File: src/rtl/periph_bus_arbiter_pkg.sv
// periph_bus_arbiter_pkg: device map, window sizes and FSM encoding shared by the peripheral bus slice
package periph_bus_arbiter_pkg;
   localparam logic [31:0] T0_BASE = 32'h0000_7F00;
   localparam logic [31:0] T1_BASE = 32'h0000_7F10;
   localparam logic [31:0] D2_BASE = 32'h0000_7F20;
   localparam int unsigned T0_WORDS = 3;
   localparam int unsigned T1_WORDS = 3;
   localparam int unsigned D2_WORDS = 4;
   typedef enum logic [1:0] {IDLE = 2'd0, XFER = 2'd1, RESP = 2'd2} state_e;
   // word address hits a device when it is in the base's 16-byte block and below the window size
   function automatic logic win_hit(input logic [29:0] wa, input logic [31:0] base, input int unsigned words);
      return (wa[29:2] == base[31:4]) && (32'(wa[1:0]) < words);
   endfunction
endpackage

File: src/rtl/periph_bus_arbiter_addr_decode.sv
// periph_addr_decode: word address -> one-hot device target {dev2,t1,t0} plus unmapped flag
module periph_addr_decode
   import periph_bus_arbiter_pkg::*;
(
   input  logic [29:0] word_addr_i,
   output logic [2:0]  target_o,
   output logic        unmapped_o
);
   assign target_o = {win_hit(word_addr_i, D2_BASE, D2_WORDS),
                      win_hit(word_addr_i, T1_BASE, T1_WORDS),
                      win_hit(word_addr_i, T0_BASE, T0_WORDS)};
   assign unmapped_o = ~|target_o;
endmodule

File: src/rtl/periph_bus_arbiter.sv
// periph_bus_arbiter: two-master round-robin access sequencer for the timer/dev2 peripheral bus, plus IRQ registering
module periph_bus_arbiter
   import periph_bus_arbiter_pkg::*;
(
   input  logic        clk,
   input  logic        reset,
   input  logic        m0_req,
   input  logic [31:0] m0_addr,
   input  logic        m0_we,
   input  logic [31:0] m0_wdata,
   output logic        m0_ack,
   output logic        m0_err,
   input  logic        m1_req,
   input  logic [31:0] m1_addr,
   input  logic        m1_we,
   input  logic [31:0] m1_wdata,
   output logic        m1_ack,
   output logic        m1_err,
   output logic [31:0] rdata,
   output logic [29:0] dev_addr,
   output logic [31:0] dev_wdata,
   output logic [2:0]  dev_we,
   input  logic [31:0] dev_rdata0,
   input  logic [31:0] dev_rdata1,
   input  logic [31:0] dev_rdata2,
   input  logic [2:0]  dev_irq,
   output logic [5:0]  hwint
);
   state_e      state_q;
   logic        last_grant_q, win_q, err_q;
   logic        m0_ack_q, m1_ack_q, m0_err_q, m1_err_q;
   logic [2:0]  tgt_q, dev_we_q;
   logic [29:0] dev_addr_q;
   logic [31:0] dev_wdata_q, rdata_q;
   logic [5:0]  hwint_q;
   logic        winner, sel_we, unmapped;
   logic [29:0] sel_word;
   logic [31:0] sel_wdata;
   logic [2:0]  tgt;
   logic        unused_addr_lsbs;
   // a lone requester wins; on a tie the master that did not win last time goes
   assign winner    = (m0_req & m1_req) ? ~last_grant_q : m1_req;
   assign sel_word  = winner ? m1_addr[31:2] : m0_addr[31:2];
   assign sel_we    = winner ? m1_we : m0_we;
   assign sel_wdata = winner ? m1_wdata : m0_wdata;
   assign unused_addr_lsbs = ^{m0_addr[1:0], m1_addr[1:0]};
   periph_addr_decode u_decode (
      .word_addr_i (sel_word),
      .target_o    (tgt),
      .unmapped_o  (unmapped)
   );
   // access sequencer: grant in IDLE, strobe device in XFER, pulse ack with captured read data in RESP
   always_ff @(posedge clk) begin
      if (reset) begin
         state_q      <= IDLE;
         last_grant_q <= 1'b1;
         win_q        <= 1'b0;
         err_q        <= 1'b0;
         tgt_q        <= '0;
         m0_ack_q     <= 1'b0;
         m1_ack_q     <= 1'b0;
         m0_err_q     <= 1'b0;
         m1_err_q     <= 1'b0;
         dev_we_q     <= '0;
         dev_addr_q   <= '0;
         dev_wdata_q  <= '0;
         rdata_q      <= '0;
      end else begin
         m0_ack_q <= 1'b0;
         m1_ack_q <= 1'b0;
         m0_err_q <= 1'b0;
         m1_err_q <= 1'b0;
         dev_we_q <= '0;
         case (state_q)
            IDLE: if (m0_req | m1_req) begin
               win_q        <= winner;
               last_grant_q <= winner;
               tgt_q        <= tgt;
               err_q        <= unmapped;
               dev_addr_q   <= sel_word;
               dev_wdata_q  <= sel_wdata;
               dev_we_q     <= sel_we ? tgt : 3'b000;
               state_q      <= XFER;
            end
            XFER: begin
               rdata_q  <= tgt_q[0] ? dev_rdata0 : tgt_q[1] ? dev_rdata1 : tgt_q[2] ? dev_rdata2 : 32'd0;
               m0_ack_q <= ~win_q;
               m1_ack_q <= win_q;
               m0_err_q <= ~win_q & err_q;
               m1_err_q <= win_q & err_q;
               state_q  <= RESP;
            end
            default: state_q <= IDLE;
         endcase
      end
   end
   // device IRQs are re-timed into the CPU interrupt vector every cycle
   always_ff @(posedge clk) begin
      hwint_q <= reset ? 6'd0 : {3'b000, dev_irq};
   end
   assign m0_ack    = m0_ack_q;
   assign m1_ack    = m1_ack_q;
   assign m0_err    = m0_err_q;
   assign m1_err    = m1_err_q;
   assign rdata     = rdata_q;
   assign dev_addr  = dev_addr_q;
   assign dev_wdata = dev_wdata_q;
   assign dev_we    = dev_we_q;
   assign hwint     = hwint_q;
endmodule
File: config.mk
export PLATFORM = sky130hd
export DESIGN_NAME = periph_bus_arbiter
export DESIGN_NICKNAME = d
export VERILOG_FILES = /design/src/rtl/periph_bus_arbiter_pkg.sv /design/src/rtl/periph_bus_arbiter_addr_decode.sv /design/src/rtl/periph_bus_arbiter.sv
export SDC_FILE = /design/constraint.sdc
export NUM_CORES = 1
export LEC_CHECK = 0
export CORE_AREA = 2 2 133 135
export CTS_CLUSTER_SIZE = 16
export DETAILED_ROUTE_END_ITERATION = 8
export DIE_AREA = 0 0 135 137
export PLACE_DENSITY_LB_ADDON = 0.15
export SYNTH_ARGS = -nofsm -noshare
export SYNTH_HDL_FRONTEND = slang
export SYNTH_SLANG_ARGS = --single-unit
File: constraint.sdc
create_clock -name clk -period 2.55 [get_ports clk]
set_clock_uncertainty 0.2 [all_clocks]
set_input_delay 0.255 -clock clk [delete_from_list [all_inputs] [get_ports clk]]
set_output_delay 0.255 -clock clk [all_outputs]
set_load 0.1 [all_outputs]
==> run metrics, run 1 <==
share of cells above drive strength 1 between 10% and 20%; Lkg Pwr around 3.4 nW; total negative slack 0 ns; worst skew pair latency around 0.34 ns; worst slew pin tran roughly 0.56 ns; vias per cell ~5; Reg2Reg Depth 4; initial antenna violation count 0; total track usage 19.5%; DIE AREA 0.0185 mm^2; total gr overflow 0; CTS tree yes; final hold violation count 0; most frequent cells after synthesis dfxtp_1 (112), nor2_1 (72), a211oi_1 (63); critical path fanouts, max 4; fmax approximately 460 MHz; Post-CTS Setup Inserts 0; Cell Pwr Density between 600 and 700 mW/mm^2; CP Class in -> reg; WHS around 0.18 ns; Final nets 1085; clk sinks ~110; largest area contributor in the netlist dfxtp_1; Min-Delay Path Class in -> reg; Die Y-Extent ~140 um; first drt pass iteration count 4; Mean Syn Cell Area between 9 and 10 um^2; Mapped Area about 0.0051 mm^2; Final Slew Violations 0; first-pass GRT wire length approximately 28 mm; DR vias between 5000 and 6000; Critical Path AT ~2.2 ns; max cap viols 0; aggregate routed wire length 18.8 mm; top cell type's share of synthesized area 44.3%; Yosys warning count 0; Final Setup Violations 0; CP required 2.60 ns; routability cong. roughly 0.88; Synth Register Bits about 110; Unique masters post-synth 36; Hold Buf Count CTS 0; register area share after synthesis around 44%; Final ANT Viol Nets 0; Final HPWL DP between 10 and 15 mm; top post-synthesis cells by area dfxtp_1 (44%), mux2i_1 (12%), a211oi_1 (9.3%), a221o_1 (6.5%), nor2_1 (5.3%); I/O pin count 340; Rel. slew slack 62.9%; vias in the first global route 5411; number of flops mapped to enable cells by yosys 0; cell count after synthesis 550; pin count of the biggest net entering global routing 53; worst vdd ir approximately 0.00041 V; buffer depth of the longest clock path 2; post_cts resized 0; final period utilization a little under nine tenths; FFs w/ async S/R, synth 0%; Crit. End Element flop; row count 48; Area growth syn-to-layout 70.3%; hold depth 2; RSZ-0062 raised after global routing false; Starting DRT DRC Count 188; area of the core 0.0171 mm^2; port buffer count about 330; top_reg_cell synth dfxtp_1; wire length per cell between 15 and 20 um; count leader, synth dfxtp_1; DRC Markers 0; Worst setup SP type input port; die width 135 um; clk slew on worst S/H paths around 0.07 ns; diode count 0; CTS Buf Count 9; Initial Util between 20% and 30%; status finished, final reports clean; Root Driver clkbuf_16; minimum clock period 2.18 ns; CTS H-tree depth 3
[metrics by stage]
stage	setup slack [ns]	instance area, um^2	instances	total power, W	utilization (%)
after floorplan	0.680	5070	552	0.00323	-
after detailed placement	0.00544	8340	1066	0.00393	48.9
after CTS	0.374	8620	1082	0.00527	50.5
final	0.373	8620	1082	0.00520	50.5
after global routing	0.307	8620	1082	0.00543	50.5
after global placement	0.0960	8340	1066	0.00391	48.9
[layer usage]
metal  wire, um  track usage, %  part of all wire (%)
met5          0               0                     0
met1       6880            20.0                    37
met3       1910            6.15                    10
met4        414            7.47                   2.2
met2       9570            36.8                    51
[logic make-up (layout without fill, tap and decap cells)]
| group | count (synthesis) | in the layout | share of synthesized area, % |
|---|---|---|---|
| other cells | 1 | 3 | 0.0741 |
| buf+inv | 60 | 365 | 4.85 |
| flops | 112 | 112 | 44.3 |
| simple gates | 140 | 140 | 12.4 |
| mux | 65 | 65 | 12.9 |
| compound gates | 172 | 172 | 25.5 |
[area by class of cell]
cell class                      count  area (um^2)
Clock inverter                      6         42.5
Multi-Input combinational cell    380         2600
Tap cell                          225          282
Timing Repair Buffer              348         3220
Clock buffer                       10          229
Inverter                            1         3.75
Sequential cell                   112         2240
Fill cell                        1633         8440
[placed cells by master, fill, tap and decap left out, types with 2 or more instances in the layout]
cell type        netlist  final
a211oi_1              63     63
a21oi_1               34     34
a221o_1               33     33
and2_1                 2      2
and4_1                 3      3
buf_12                 0      3
buf_4                  3    118
clkbuf_16              0      9
clkdlybuf4s50_1        0    227
clkinv_2               0      2
clkinvlp_4             0      2
conb_1                 1      3
dfxtp_1              112    112
inv_6                  0      2
mux2_2                 3      3
mux2i_1               62     62
nand2_1               36     36
nand4_1                2      2
nand4b_1               2      2
nor2_1                72     72
nor2b_1                6      4
nor2b_2                0      2
nor3_1                 3      3
nor4_1                 6      6
o211ai_1              32     32
o21ai_0                3      3
or4_1                  3      3
[critical path, cell delays in order]
cell and delay [ns]:
clkdlybuf4s50_1 0.42, or4_1 0.56, nor4_1 0.29, a31oi_1 0.10, or3_4 0.38, nor3_1 0.23
[final timing paths]
kind              slack (ns)   endpoint         start
setup / recovery        0.37  dev_we[1]   m0_addr[15]
hold / removal          0.18      win_q         reset
setup reg to reg        0.54  dev_we[1]  last_grant_q
hold reg to reg         0.26  rdata[27]     rdata[27]
[where the power goes]
group	switching, W	internal [W]	leakage, nW
logic	0.00129	0.000636	2.30
clock network	0.000654	0.000668	0.129
registers	0.0000735	0.00188	0.921
[sequential cells by signal, indices dropped and copies added, names as in the netlist, 2 cells and up]
name and cells:
state_q 2, dev_wdata 32, hwint 3, tgt_q 3, dev_addr 30, dev_we 3, rdata 32
Note: power is estimated with default switching activity, not from simulation.
==> run 2: changes to the inputs <==
- CAP_MARGIN: not set -> 20
==> results of run 2 <==
Final layout, timing and power as in run 1 (identical DEF).
